## src/rtl/seq_pkg.sv

```systemverilog
// Shared types and constants for the serial test link transmitter and detector.
package seq_pkg;

  typedef enum logic [1:0] {
    IDLE,
    MARK,
    DATA,
    FIN
  } seq_tx_state_t;

  localparam logic [3:0]  SEQ_MARKER     = 4'b1010;
  localparam int unsigned SEQ_MARKER_LEN = 4;

endpackage

```

## src/rtl/seq_bit_selector.sv

```systemverilog
// Picks the serial bit for a given index, either from the frame marker or the
// latched payload word.
module seq_bit_selector
  import seq_pkg::*;
#(
  parameter int unsigned DATA_WIDTH = 16,
  parameter int unsigned IDX_WIDTH  = 5
) (
  input  logic [DATA_WIDTH-1:0] word_i,
  input  logic [IDX_WIDTH-1:0]  idx_i,
  input  logic                  sel_mark_i,
  output logic                  bit_o
);

  logic data_bit;

  always_comb begin
    data_bit = 1'b0;
    for (int unsigned i = 0; i < DATA_WIDTH; i++) begin
      if (idx_i == IDX_WIDTH'(i)) begin
        data_bit = word_i[i];
      end
    end
  end

  assign bit_o = sel_mark_i ? SEQ_MARKER[idx_i[1:0]] : data_bit;

endmodule

```

## src/rtl/seq_frame_transmitter.sv

```systemverilog
// Serial frame transmitter: optional 1010 marker followed by (repeat+1) copies
// of a len-bit payload, MSB-first, over a valid/ready bit link.
module seq_frame_transmitter
  import seq_pkg::*;
#(
  parameter int unsigned DATA_WIDTH = 16,
  parameter int unsigned LEN_WIDTH  = $clog2(DATA_WIDTH + 1),
  parameter int unsigned REP_WIDTH  = 4
) (
  input  logic                  clk,
  input  logic                  reset,
  input  logic                  din_valid,
  output logic                  din_ready,
  input  logic [DATA_WIDTH-1:0] din_pattern,
  input  logic [LEN_WIDTH-1:0]  din_len,
  input  logic [REP_WIDTH-1:0]  din_repeat,
  input  logic                  din_mark,
  output logic                  dout,
  output logic                  dout_valid,
  input  logic                  dout_ready,
  output logic                  done,
  output logic                  err
);

  seq_tx_state_t         state_q, state_d;
  logic [DATA_WIDTH-1:0] pattern_q, pattern_d;
  logic [LEN_WIDTH-1:0]  len_q, len_d;
  logic [REP_WIDTH-1:0]  rep_q, rep_d;
  logic [LEN_WIDTH-1:0]  idx_q, idx_d;
  logic                  dout_q, dout_d;
  logic                  dout_valid_q, dout_valid_d;
  logic                  done_q, done_d;
  logic                  err_q, err_d;
  logic                  sel_bit;
  logic                  beat;
  logic                  len_illegal;

  assign beat        = dout_valid_q && dout_ready;
  assign len_illegal = (din_len == '0) || (din_len > LEN_WIDTH'(DATA_WIDTH));

  always_comb begin
    state_d      = state_q;
    pattern_d    = pattern_q;
    len_d        = len_q;
    rep_d        = rep_q;
    idx_d        = idx_q;
    dout_valid_d = 1'b0;
    done_d       = 1'b0;
    err_d        = 1'b0;

    unique case (state_q)
      IDLE: begin
        if (din_valid) begin
          pattern_d = din_pattern;
          len_d     = din_len;
          rep_d     = din_repeat;
          if (len_illegal) begin
            state_d = FIN;
            done_d  = 1'b1;
            err_d   = 1'b1;
          end else if (din_mark) begin
            state_d      = MARK;
            idx_d        = LEN_WIDTH'(SEQ_MARKER_LEN - 1);
            dout_valid_d = 1'b1;
          end else begin
            state_d      = DATA;
            idx_d        = din_len - LEN_WIDTH'(1);
            dout_valid_d = 1'b1;
          end
        end
      end
      MARK: begin
        dout_valid_d = 1'b1;
        if (beat) begin
          if (idx_q == '0) begin
            state_d = DATA;
            idx_d   = len_q - LEN_WIDTH'(1);
          end else begin
            idx_d = idx_q - LEN_WIDTH'(1);
          end
        end
      end
      DATA: begin
        dout_valid_d = 1'b1;
        if (beat) begin
          if (idx_q != '0) begin
            idx_d = idx_q - LEN_WIDTH'(1);
          end else if (rep_q != '0) begin
            rep_d = rep_q - REP_WIDTH'(1);
            idx_d = len_q - LEN_WIDTH'(1);
          end else begin
            state_d      = FIN;
            dout_valid_d = 1'b0;
            done_d       = 1'b1;
          end
        end
      end
      FIN: begin
        state_d = IDLE;
      end
      default: begin
        state_d = IDLE;
      end
    endcase
  end

  // The selector looks at next-cycle state so dout is registered alongside dout_valid.
  seq_bit_selector #(
    .DATA_WIDTH (DATA_WIDTH),
    .IDX_WIDTH  (LEN_WIDTH)
  ) u_bit_selector (
    .word_i     (pattern_d),
    .idx_i      (idx_d),
    .sel_mark_i (state_d == MARK),
    .bit_o      (sel_bit)
  );

  assign dout_d = dout_valid_d && sel_bit;

  always_ff @(posedge clk) begin
    if (reset) begin
      state_q      <= IDLE;
      pattern_q    <= '0;
      len_q        <= '0;
      rep_q        <= '0;
      idx_q        <= '0;
      dout_q       <= 1'b0;
      dout_valid_q <= 1'b0;
      done_q       <= 1'b0;
      err_q        <= 1'b0;
    end else begin
      state_q      <= state_d;
      pattern_q    <= pattern_d;
      len_q        <= len_d;
      rep_q        <= rep_d;
      idx_q        <= idx_d;
      dout_q       <= dout_d;
      dout_valid_q <= dout_valid_d;
      done_q       <= done_d;
      err_q        <= err_d;
    end
  end

  assign din_ready  = (state_q == IDLE);
  assign dout       = dout_q;
  assign dout_valid = dout_valid_q;
  assign done       = done_q;
  assign err        = err_q;

endmodule

```

## config.mk

```make
export PLATFORM = sky130hd
export DESIGN_NAME = seq_frame_transmitter
export DESIGN_NICKNAME = d
export VERILOG_FILES = /design/src/rtl/seq_pkg.sv /design/src/rtl/seq_bit_selector.sv /design/src/rtl/seq_frame_transmitter.sv
export SDC_FILE = /design/constraint.sdc
export NUM_CORES = 1
export LEC_CHECK = 0
export ABC_AREA = 1
export CORE_MARGIN = 3
export CORE_UTILIZATION = 40
export DETAILED_ROUTE_END_ITERATION = 10
export PLACE_DENSITY = 0.69
export RECOVER_POWER = 100
export SETUP_SLACK_MARGIN = 0.02
export SLEW_MARGIN = 10
export SYNTH_ARGS = -nofsm -noshare
export SYNTH_HDL_FRONTEND = slang
export SYNTH_HIERARCHICAL = 1
export SYNTH_SLANG_ARGS = --single-unit
```

## constraint.sdc

```tcl
create_clock -name clk -period 2.2 [get_ports clk]
set_input_delay 0.22 -clock clk [delete_from_list [all_inputs] [get_ports clk]]
set_output_delay 0.22 -clock clk [all_outputs]
set_load 0.1 [all_outputs]
```

==> results by group, run 1 <==
Floorplan
  – Die Y: 84 microns
  – I/O pin count: 35
  – Starting Density: 0.426
  – CORE AREA: 5710 sq um
  – Rows: 27
  – Die width: ~84 microns
  – Die area: between 7000 and 8000 sq um

Routing
  – Pre-antenna DRT Iters: 4
  – Via count: about 2600
  – Vias per cell: 4.71
  – Detail Route Antenna Nets: 0
  – DR WL/cell: approximately 12 microns
  – DRC violations left: 0
  – Detailed Route WL: roughly 6800 microns
  – DRT iter0 DRCs: roughly 150

Placement
  – Placed cell areas: 3330 sq um
  – DP Cell Count: 537
  – # port buffers: 34
  – Final RePlAce weighted congestion: slightly above 0.9
  – DPL Wire Length: 5130 microns

Cells and area
  – ANT cells: 0
  – Final Instance Count excl. Fillers: 550
  – Share of layout cells above drive strength 1: 0.351
  – Fill cell count: 517
  – Nets: 512
  – Cell area after layout: 3630 sq um
  – Synth-to-layout area growth: 49.0%
  – Fin util: 0.635

GRT
  – GRT overflow: 0
  – First-pass GRT wire length: 11400 microns
  – GR Util All Layers: 0.197
  – Antenna violations before repair: 0
  – Pin count of the biggest net entering global routing: 23
  – Vias in the first global route: 2526

Timing
  – Final Max Tran Viols: 0
  – Worst relative slew slack: 0.221
  – Actual slew at the worst max-slew pin: 1170 ps
  – Final critical-path setup slack: -30.5 ps
  – RSZ-0062 raised after global routing: yes
  – Share of the clock period used by the worst path: 1.01
  – Max Clk Rate: 448 MHz
  – Layout Skew: 11.0 ps
  – Setup violations, final: 1
  – Post-layout min period: 2230 ps
  – Final hold vios: 0

Hold path
  – Hold crit path type: input port to flip-flop

Pwr
  – Leak Pwr: around 1.8 nW
  – PwrDens: 757 nW/um^2
  – VDD IR max: 0.000559 V

Run status
  – Status: finished, violations left
  – Failing checks: setup timing

Synth
  – Synth Cell Area: 2430 sq um
  – Synth top area cells: dfxtp_1 30%, nand2_1 12%, inv_1 10%, nor2_1 6.0%, o21ai_0 5.1%
  – XOR/XNOR Fraction of Synth Area: 0.0144
  – Number of warnings issued by yosys: 6
  – Count of cell types in the netlist: 36
  – Post-Synth Simple-Gate Area: 0.380
  – Top cell type's share of synthesized area: 0.296
  – Mean Syn Cell Area: between 6 and 7 sq um
  – Mux cell area share after synthesis: 0
  – Synth Area in Adders: 0.0257
  – Post-synthesis cell count: 370
  – Synthesized Nets: 405
  – #FFs+latches synth: 36
  – Register area share after synthesis: 0.296
  – Leading area contributor after synthesis: dfxtp_1
  – Compound-Gate Fraction of Synth Area: 0.146
  – Main combinational cell family by area after synthesis: simple AND/OR/NAND/NOR gates

Critical path
  – Element type at the critical path start: flip-flop
  – Worst Path Max Fanout: 5
  – Crit. End Element: flip-flop
  – Worst Path Arrival: 2400 ps
  – Crit Path Class: flip-flop to flip-flop
  – CP required: approximately 2400 ps

CTS
  – CTS sink cnt: 36
  – Clock-pin slew on the worst setup and hold paths: 80 ps
  – CTS root buf: clkbuf_8
  – Hold_buf cts: 0
  – Later-pin clock latency in the skew report: slightly below 300 ps
  – CTS tree: done
  – CTS Buffer Depth: 2
  – H-tree depth: 2
  – CTS Buf Count: 5

Flow run
  – Max-cap check violation count: 0
[power by group]
part	internal, mW	switching (mW)	total (mW)
logic	0.618	0.761	1.38
clock network	0.336	0.258	0.593
registers	0.735	0.0376	0.773
[layout make-up]
cell class	instances	area, sq um	area share
well taps	72	90.1	0.0248
clock inverters	3	42.5	0.0117
flip-flops and latches	36	728	0.201
multi-input cells	253	1530	0.422
clock buffers	5	68.8	0.0190
repair buffers	108	881	0.243
inverters	73	287	0.0790
[metrics by stage]
stage	setup TNS (ps)	worst slack, ps	hold WS [ps]	power, mW
floorplan	-104	-104	289	1.53
global placement	-481	-481	532	1.98
detailed placement	-558	-558	552	2.00
CTS	0	21.0	457	2.70
global route	-195	-195	498	2.94
finish	-30.5	-30.5	481	2.75
[flip-flops by register name (all words and copies together), names as in the netlist]
name and count:
pattern_q 16, idx_q 5, dout 1, rep_q 4
state_q 2, dout_valid 1, len_q 5, done 1
err 1
[what timing repair did]
item                                   CTS  global route
setup buffers                            2             3
resized for setup                       32            22
cloned                                   0             0
pin swaps                               10             9
endpoints found under the hold margin    0             0
setup endpoints to repair                1             1
[worst max-delay path, stage by stage (launching register included)]
cell and delay (ps):
dfxtp_2 330, inv_2 80, ha_4 150, nand3_4 130, buf_4 170, nor2_4 100
inv_2 50, buf_4 140, nor2_1 240, nor2_1 140, nor2_1 160, o21bai_1 130
inv_1 50, nand2_1 60, nand2_1 40, nor3b_2 140
[layer usage]
| layer | up-vias | global-route usage | share of wire |
|---|---|---|---|
| li1 | 1358 | - | - |
| met1 | 1184 | 0.253 | 0.46 |
| met2 | 41 | 0.342 | 0.49 |
| met3 | 7 | 0.0306 | 0.037 |
| met4 | 0 | 0.0512 | 0.011 |
| met5 | - | 0 | 0 |
[path summary, 6_finish.rpt]
check	from	endpoint	slack, ps	cells after the start
worst min-delay path	din_len[1]	len_q[1]$_SDFFE_PP0P_	480	4
worst min register to register	pattern_q[3]$_SDFF_PP0_	pattern_q[3]$_SDFF_PP0_	570	3
worst max-delay path	idx_q[0]$_SDFF_PP0_	dout$_SDFF_PP0_	-30	15
worst max register to register	idx_q[0]$_SDFF_PP0_	dout$_SDFF_PP0_	-30	15
[synth_stat cells]
cell / instances
nor2_1: 39
inv_1: 65
nor4_1: 1
buf_6: 3
nand3_2: 3
nor3b_2: 1
a31oi_1: 3
inv_2: 7
inv_4: 1
buf_4: 2
nor2_4: 7
nand3_4: 2
or2_1: 8
dfxtp_1: 36
or2_2: 8
o21ai_2: 8
a21oi_1: 11
o211ai_1: 1
nand3b_1: 1
nand2_2: 2
xor2_1: 4
o21bai_1: 2
ha_1: 5
nand3_1: 22
o2bb2ai_1: 1
nand2_1: 81
nor2_2: 2
o21ai_0: 25
nand4_1: 3
and2_1: 1
o211ai_2: 1
o21ai_4: 1
nor3_1: 2
clkbuf_1: 3
nand2_4: 3
o21ai_1: 5
[cell usage in the layout, fill, tap and decap left out, types with 2 or more instances in the layout]
master	Yosys	layout
or2_1	8	8
nand4_1	3	3
clkbuf_8	0	5
o21ai_0	25	22
o21ai_2	8	10
nor2_1	39	33
buf_4	2	73
clkbuf_1	3	4
a21oi_1	11	11
nand3_1	22	14
inv_2	7	11
nor3_2	0	2
dlygate4sd2_1	0	3
nor2_2	2	6
dfxtp_1	36	30
a31oi_1	3	3
o21ai_1	5	6
inv_1	65	57
nand2_1	81	77
clkdlybuf4s50_1	0	26
inv_4	1	5
dfxtp_2	0	6
o21bai_1	2	2
or2_2	8	8
nor2_4	7	9
nand3_2	3	8
ha_4	0	3
ha_1	5	2
xor2_1	4	4
nand2_4	3	3
nand3_4	2	5
nand2_2	2	6
[kinds of logic (layout without fill, tap and decap cells)]
family          count (synthesis)  in the layout
simple gates                  186            186
buf+inv                        81            189
compound gates                 58             58
flops                          36             36
fa+ha+maj                       5              5
xor+xnor                        4              4
No activity file was read; power rests on OpenSTA's default activity.
==> run 2, diff against run 1 <==
Settings changed: GPL_TIMING_DRIVEN set to 0.
==> results by group, run 2 (synthesis gave the netlist of run 1 again) <==
Run status
  – Status: finished, violations left (unchanged)
  – Failing checks: setup timing (unchanged)

Floorplan
  – I/O pin count: 35 (unchanged)
  – CORE AREA: 5710 sq um (unchanged)
  – Die area: 7060 sq um (unchanged)
  – Die width: 84 microns (unchanged)
  – Rows: 27 (unchanged)
  – Starting Density: 0.426 (unchanged)
  – Die Y: 84 microns (unchanged)

Timing
  – Max Clk Rate: 434 MHz (was 448 MHz)
  – Share of the clock period used by the worst path: 1.05 (was 1.01)
  – Setup TNS: -104 ps (was -30.5 ps)
  – Worst relative slew slack: 0.354 (was 0.221)
  – Layout Skew: 14.0 ps (was 11.0 ps)
  – Final critical-path setup slack: -104 ps (was -30.5 ps)
  – Final Max Tran Viols: 0 (unchanged)
  – Setup violations, final: 1 (unchanged)
  – Actual slew at the worst max-slew pin: 966 ps (was 1170 ps)
  – RSZ-0062 raised after global routing: yes (unchanged)
  – Final hold vios: 0 (unchanged)
  – Post-layout min period: 2300 ps (was 2230 ps)

Critical path
  – Setup crit end: dout$_SDFF_PP0_ (unchanged)
  – Reg2reg path depth: 20 (was 15)
  – Crit. End Element: flip-flop (unchanged)
  – Worst Path Arrival: 2480 ps (was 2400 ps)
  – RR Startpoint: idx_q[0]$_SDFF_PP0_ (unchanged)
  – Crit Path Class: flip-flop to flip-flop (unchanged)
  – Crit path from: idx_q[0]$_SDFF_PP0_ (unchanged)
  – Element type at the critical path start: flip-flop (unchanged)
  – Critical R2R Capture: dout$_SDFF_PP0_ (unchanged)
  – Reg2Reg Setup Slack: -100 ps (was -30 ps)
  – Worst Path Max Fanout: 6 (was 5)
  – CP required: 2380 ps (was 2370 ps)

GRT
  – Pin count of the biggest net entering global routing: 13 (was 23)
  – First-pass GRT wire length: 10500 microns (was 11400 microns)
  – GRT overflow: 0 (unchanged)
  – GR Util All Layers: 0.183 (was 0.197)
  – Vias in the first global route: 2217 (was 2526)
  – Antenna violations before repair: 0 (unchanged)

Cells and area
  – Cell area after layout: 3370 sq um (was 3630 sq um)
  – Largest Register: pattern_q (unchanged)
  – Largest registers: pattern_q (16), idx_q (5), len_q (5) (unchanged)
  – Synth-to-layout area growth: 38.6% (was 49.0%)
  – Commonest non-fill, non-tap cell in the layout: nand2_1 (unchanged)
  – Most frequent cells in the layout: 76 x nand2_1, 55 x inv_1, 33 x nor2_1 (was 77 x nand2_1, 73 x buf_4, 57 x inv_1)
  – ANT cells: 0 (unchanged)
  – Share of layout cells above drive strength 1: 0.285 (was 0.351)
  – Final Instance Count excl. Fillers: 504 (was 550)
  – Nets: 466 (was 512)
  – Largest register FFs: 16 (unchanged)

Routing
  – DR WL/cell: 13.0 microns (was 12.4 microns)
  – Detailed Route WL: 6560 microns (was 6820 microns)
  – DRT iter0 DRCs: 103 (was 146)
  – Pre-antenna DRT Iters: 4 (unchanged)
  – DRC violations left: 0 (unchanged)
  – Via count: 2431 (was 2590)
  – Vias per cell: 4.82 (was 4.71)
  – Detail Route Antenna Nets: 0 (unchanged)

CTS
  – Hold_buf cts: 0 (unchanged)
  – CTS Buffer Depth: 2 (unchanged)
  – Clock-pin slew on the worst setup and hold paths: 80 ps (about the same)
  – CTS sink cnt: 36 (unchanged)
  – CTS tree: done (unchanged)
  – CTS root buf: clkbuf_8 (unchanged)
  – H-tree depth: 2 (unchanged)
  – Later-pin clock latency in the skew report: 300 ps (was 290 ps)
  – CTS Buf Count: 5 (unchanged)

Placement
  – # port buffers: 34 (unchanged)
  – DP Cell Count: 476 (was 537)
  – Placed cell areas: 2880 sq um (was 3330 sq um)
  – Final RePlAce weighted congestion: 0.930 (was 0.926)
  – DPL Wire Length: 4520 microns (was 5130 microns)

Pwr
  – PwrDens: 786 nW/um^2 (was 757 nW/um^2)
  – VDD IR max: 0.000426 V (was 0.000559 V)
  – Leak Pwr: 1.64 nW (was 1.84 nW)

Flow run
  – Max-cap check violation count: 0 (unchanged)

Hold path
  – Hold crit path type: input port to flip-flop (unchanged)
run 2: cell count changes in the layout (fill, tap and decap cells not counted), sizes merged:
cell           before  now
dlygate4sd2         3    5
clkinv              1    3
clkbuf              9    8
buf                75   25
dlymetal6s2s        0    1
inv                73   71
clkdlybuf4s50      26   28
run 2: layout make-up:
cell class,count,area (sq um)
Inverter,73,304
Fill cell,540,2340
Timing Repair Buffer,54,490
Tap cell,72,90.1
Clock inverter,3,42.5
Multi-Input combinational cell,253,1570
Buffer,8,71.3
Sequential cell,36,736
Clock buffer,5,68.8
run 2: critical path, stage by stage (launching register included):
cell,delay [ps]
dfxtp_4,370
inv_6,80
ha_4,140
nand3_4,130
nor2_4,160
nand3_2,70
nand2_1,60
nand3b_1,140
nand3_4,110
buf_8,170
clkinv_8,60
nand2_1,40
nand2_1,50
nand2_1,70
nand3_2,80
nand2_1,50
nand3_1,70
nand4_1,90
nand2_1,80
nand2_1,50
nor3b_2,140
run 2: how the worst min path moves through the flow:
| stage | startpoint | to | cells after the start | slack [ps] |
|---|---|---|---|---|
| floorplan | reset | done$_SDFF_PP0_ | 1 | 290 |
| global placement | rep_q[1]$_SDFFE_PP0P_ | rep_q[1]$_SDFFE_PP0P_ | 2 | 500 |
| detailed placement | rep_q[1]$_SDFFE_PP0P_ | rep_q[1]$_SDFFE_PP0P_ | 2 | 500 |
| CTS | din_len[1] | len_q[1]$_SDFFE_PP0P_ | 3 | 360 |
| global route | din_len[1] | len_q[1]$_SDFFE_PP0P_ | 3 | 370 |
| finish | din_len[4] | len_q[4]$_SDFFE_PP0P_ | 3 | 360 |
run 2: report_power, final:
group | switching (mW) | leakage (nW) | total, mW | internal, mW
sequential | 0.0496 | 0.301 | 0.786 | 0.736
combinational | 0.753 | 1.29 | 1.27 | 0.513
clock | 0.262 | 0.0541 | 0.598 | 0.336
run 2: per-layer routing:
metal / up-vias / global-route usage / part of all wire
met1: 1094 / 0.242 / 0.46
met3: 9 / 0.0385 / 0.040
li1: 1277 / - / -
met4: 0 / 0.0541 / 0.014
met5: - / 0 / 0
met2: 51 / 0.298 / 0.48
run 2: metrics by stage:
step | worst slack (ps) | power, mW | util | hold slack [ps]
2_1_floorplan | -104 | 1.53 | - | 289
3_3_place_gp | -696 | 1.76 | 0.504 | 496
3_5_place_dp | -695 | 1.77 | 0.504 | 505
4_1_cts | -70.0 | 2.45 | 0.544 | 361
5_1_grt | -241 | 2.83 | 0.591 | 368
6_report | -104 | 2.65 | 0.591 | 364
run 2: timing repair:
action | 4_1_cts | 5_1_grt
setup endpoints to repair | 2 | 1
pin swaps | 6 | 19
resized for setup | 35 | 45
setup buffers | 2 | 17
gates cloned | 1 | 0
==> run 3, diff against run 2 <==
Settings changed: CORE_MARGIN 3 to unset.
==> results by group, run 3 (synthesis gave the netlist of run 1 again) <==
Cells and area
  – Multi-input logic area: 1520 sq um (was 1570 sq um)
  – Nets: 462 (was 466)
  – Synth-to-layout area growth: 34.4% (was 38.6%)
  – Commonest non-fill, non-tap cell in the layout: nand2_1 (unchanged)
  – Share of layout cells above drive strength 1: 0.262 (was 0.285)
  – Fill cell count: 589 (was 540)
  – Reg area: 736 sq um (unchanged)
  – ANT cells: 0 (unchanged)
  – Largest Register: pattern_q (unchanged)
  – Largest registers: pattern_q (16), idx_q (5), len_q (5) (unchanged)
  – Largest register FFs: 16 (unchanged)
  – Fin util: 0.556 (was 0.591)
  – Most frequent cells in the layout: 76 x nand2_1, 54 x inv_1, 34 x nor2_1 (was 76 x nand2_1, 55 x inv_1, 33 x nor2_1)

Critical path
  – RR Startpoint: idx_q[0]$_SDFF_PP0_ (unchanged)
  – Reg2Reg Setup Slack: -100 ps (about the same)
  – Max stage delay on crit path: 360 ps (was 370 ps)
  – Worst Path Max Fanout: 6 (unchanged)
  – Cell repeated most along the worst path: nand2_1 (unchanged)
  – Worst path slowest cell: dfxtp_4 (unchanged)
  – Worst Path Arrival: 2470 ps (was 2480 ps)
  – Crit path from: idx_q[0]$_SDFF_PP0_ (unchanged)
  – Crit. End Element: flip-flop (unchanged)
  – CP required: 2370 ps (was 2380 ps)
  – CP bufs+invs: 4 (was 3)
  – Crit Path Class: flip-flop to flip-flop (unchanged)
  – Element type at the critical path start: flip-flop (unchanged)
  – Family with the most delay on the worst path: simple AND/OR/NAND/NOR gates (unchanged)
  – Worst-path cell chain: inv_4 > ha_4 > nand3_4 > nor2_4 > nand3_2 > nand2_1 > nand3b_1 > nand3_2 > buf_6 > inv_6 > nand2_1 > nand3_1 > nand3_1 > nand2_1 > inv_1 > nand3_1 > nand4_1 > nand2_1 > nand2_1 > nor3b_2 (was inv_6 > ha_4 > nand3_4 > nor2_4 > nand3_2 > nand2_1 > nand3b_1 > nand3_4 > buf_8 > clkinv_8 > nand2_1 > nand2_1 > nand2_1 > nand3_2 > nand2_1 > nand3_1 > nand4_1 > nand2_1 > nand2_1 > nor3b_2)

GRT
  – First-pass GRT wire length: 10100 microns (was 10500 microns)
  – GR Util All Layers: 0.204 (was 0.183)
  – Vias in the first global route: 2190 (was 2217)
  – Antenna violations before repair: 0 (unchanged)
  – GRT overflow: 0 (unchanged)
  – Pin count of the biggest net entering global routing: 12 (was 13)

Floorplan
  – CORE AREA: 5890 sq um (was 5710 sq um)
  – Die width: 80 microns (was 84 microns)
  – I/O pin count: 35 (unchanged)
  – Starting Density: 0.413 (was 0.426)
  – Die Y: 80 microns (was 84 microns)
  – Rows: 28 (was 27)
  – Die area: 6400 sq um (was 7060 sq um)

Hold path
  – Hold crit path type: input port to flip-flop (unchanged)
  – Worst Hold Launch: din_len[1] (was din_len[4])

CTS
  – Later-pin clock latency in the skew report: 290 ps (was 300 ps)
  – Clock-pin slew on the worst setup and hold paths: 80 ps (about the same)
  – CTS Buffer Depth: 2 (unchanged)
  – H-tree depth: 2 (unchanged)
  – CTS root buf: clkbuf_8 (unchanged)
  – CTS Buf Count: 5 (unchanged)
  – CTS sink cnt: 36 (unchanged)
  – CTS tree: done (unchanged)

Run status
  – Failing checks: setup timing (unchanged)
  – Status: finished, violations left (unchanged)

Placement
  – # port buffers: 34 (unchanged)
  – DPL Wire Length: 4510 microns (was 4520 microns)
  – Final RePlAce weighted congestion: 0.879 (was 0.930)

Timing
  – Final critical-path setup slack: -101 ps (was -104 ps)
  – Layout Skew: 9.61 ps (was 14.0 ps)
  – Final hold vios: 0 (unchanged)
  – Post-layout min period: 2300 ps (about the same)
  – Setup TNS: -101 ps (was -104 ps)
  – Worst relative slew slack: 0.351 (was 0.354)
  – Share of the clock period used by the worst path: 1.05 (about the same)
  – Max Clk Rate: 435 MHz (was 434 MHz)
  – RSZ-0062 raised after global routing: yes (unchanged)
  – Final Max Tran Viols: 0 (unchanged)
  – Hold Slack: 377 ps (was 364 ps)
  – Actual slew at the worst max-slew pin: 970 ps (was 966 ps)
  – Setup violations, final: 1 (unchanged)

Routing
  – Vias per cell: 4.81 (was 4.82)
  – Met2 Routed Length: 3040 microns (was 3170 microns)
  – DR WL/cell: 12.5 microns (was 13.0 microns)
  – Uppermost layer routed: met4 (unchanged)
  – Pre-antenna DRT Iters: 4 (unchanged)
  – DRT iter0 DRCs: 87 (was 103)
  – DRC violations left: 0 (unchanged)
  – Via count: 2420 (was 2431)
  – Met3 WL: 239 microns (was 260 microns)
  – Detail Route Antenna Nets: 0 (unchanged)
  – M1 wire length: 2940 microns (was 3040 microns)
  – Detailed Route WL: 6260 microns (was 6560 microns)

Pwr
  – PwrDens: 783 nW/um^2 (was 786 nW/um^2)
  – Leak Pwr: 1.59 nW (was 1.64 nW)
  – Reg power frac: 0.306 (was 0.297)
  – P_int: 1.55 mW (was 1.59 mW)
  – Clk network pwr share: 0.227 (was 0.226)
  – VDD IR max: 0.000374 V (was 0.000426 V)
  – Power, Total: 2.56 mW (was 2.65 mW)
  – Sw Ratio: 0.395 (was 0.402)
  – NetSw: 1.01 mW (was 1.07 mW)
  – Gate power share: 0.466 (was 0.478)

Flow run
  – Max-cap check violation count: 0 (unchanged)
run 3: cell count changes in the layout (fill, tap and decap cells not counted), sizes merged:
cell	previous run	this run
dlymetal6s2s	1	0
clkinvlp	1	0
clkinv	3	2
inv	71	72
dlygate4sd3	0	1
clkbuf	8	10
buf	25	20
run 3: layout make-up:
| type | instances | area share |
|---|---|---|
| Buffer | 8 | 0.0195 |
| Inverter | 73 | 0.0906 |
| Clock inverter | 2 | 0.0107 |
| Sequential cell | 36 | 0.225 |
| Clock buffer | 6 | 0.0222 |
| Tap cell | 75 | 0.0287 |
| Multi-Input combinational cell | 253 | 0.463 |
| Timing Repair Buffer | 50 | 0.140 |
run 3: power groups by stage:
stage	combinational (mW)	clock (mW)	sequential [mW]
final	1.19	0.582	0.785
after detailed placement	0.979	0	0.793
after global routing	1.31	0.628	0.794
after global placement	0.968	0	0.792
after CTS	1.08	0.607	0.784
after floorplan	0.683	0	0.848
run 3: final timing paths:
check / endpoint / depth (start not counted)
setup / recovery: dout$_SDFF_PP0_ / 20
hold / removal: len_q[1]$_SDFFE_PP0P_ / 3
setup reg to reg: dout$_SDFF_PP0_ / 20
hold reg to reg: rep_q[0]$_SDFFE_PP0P_ / 2
run 3: worst register-to-register path: cells and delay by family, from the launching register on:
family | cells | cell delay (ps)
DFF | 1 | 360
adders and majority gates | 1 | 140
buffers and inverters | 4 | 330
and+or+nand+nor | 15 | 1330
run 3: metal layers:
metal / vias to the layer above / track usage
met2: 41 / 0.343
li1: 1268 / -
met1: 1104 / 0.274
met3: 7 / 0.0309
met5: - / 0
met4: 0 / 0.0482
run 3: through the flow:
stage | instance area (sq um) | setup slack (ps) | instances
final | 3270 | -101 | 503
after global routing | 3270 | -254 | 503
after CTS | 3130 | -31.4 | 493
after detailed placement | 2880 | -667 | 479
after global placement | 2880 | -651 | 479
after floorplan | 2450 | -104 | 370
run 3: repair_timing:
item / 4_1_cts / 5_1_grt
resized for setup: 40 / 27
hold buffers: 0 / 0
cloned: 1 / 0
pin swaps: 8 / 12
buffers inserted: 5 / 10
setup endpoints to repair: 2 / 1
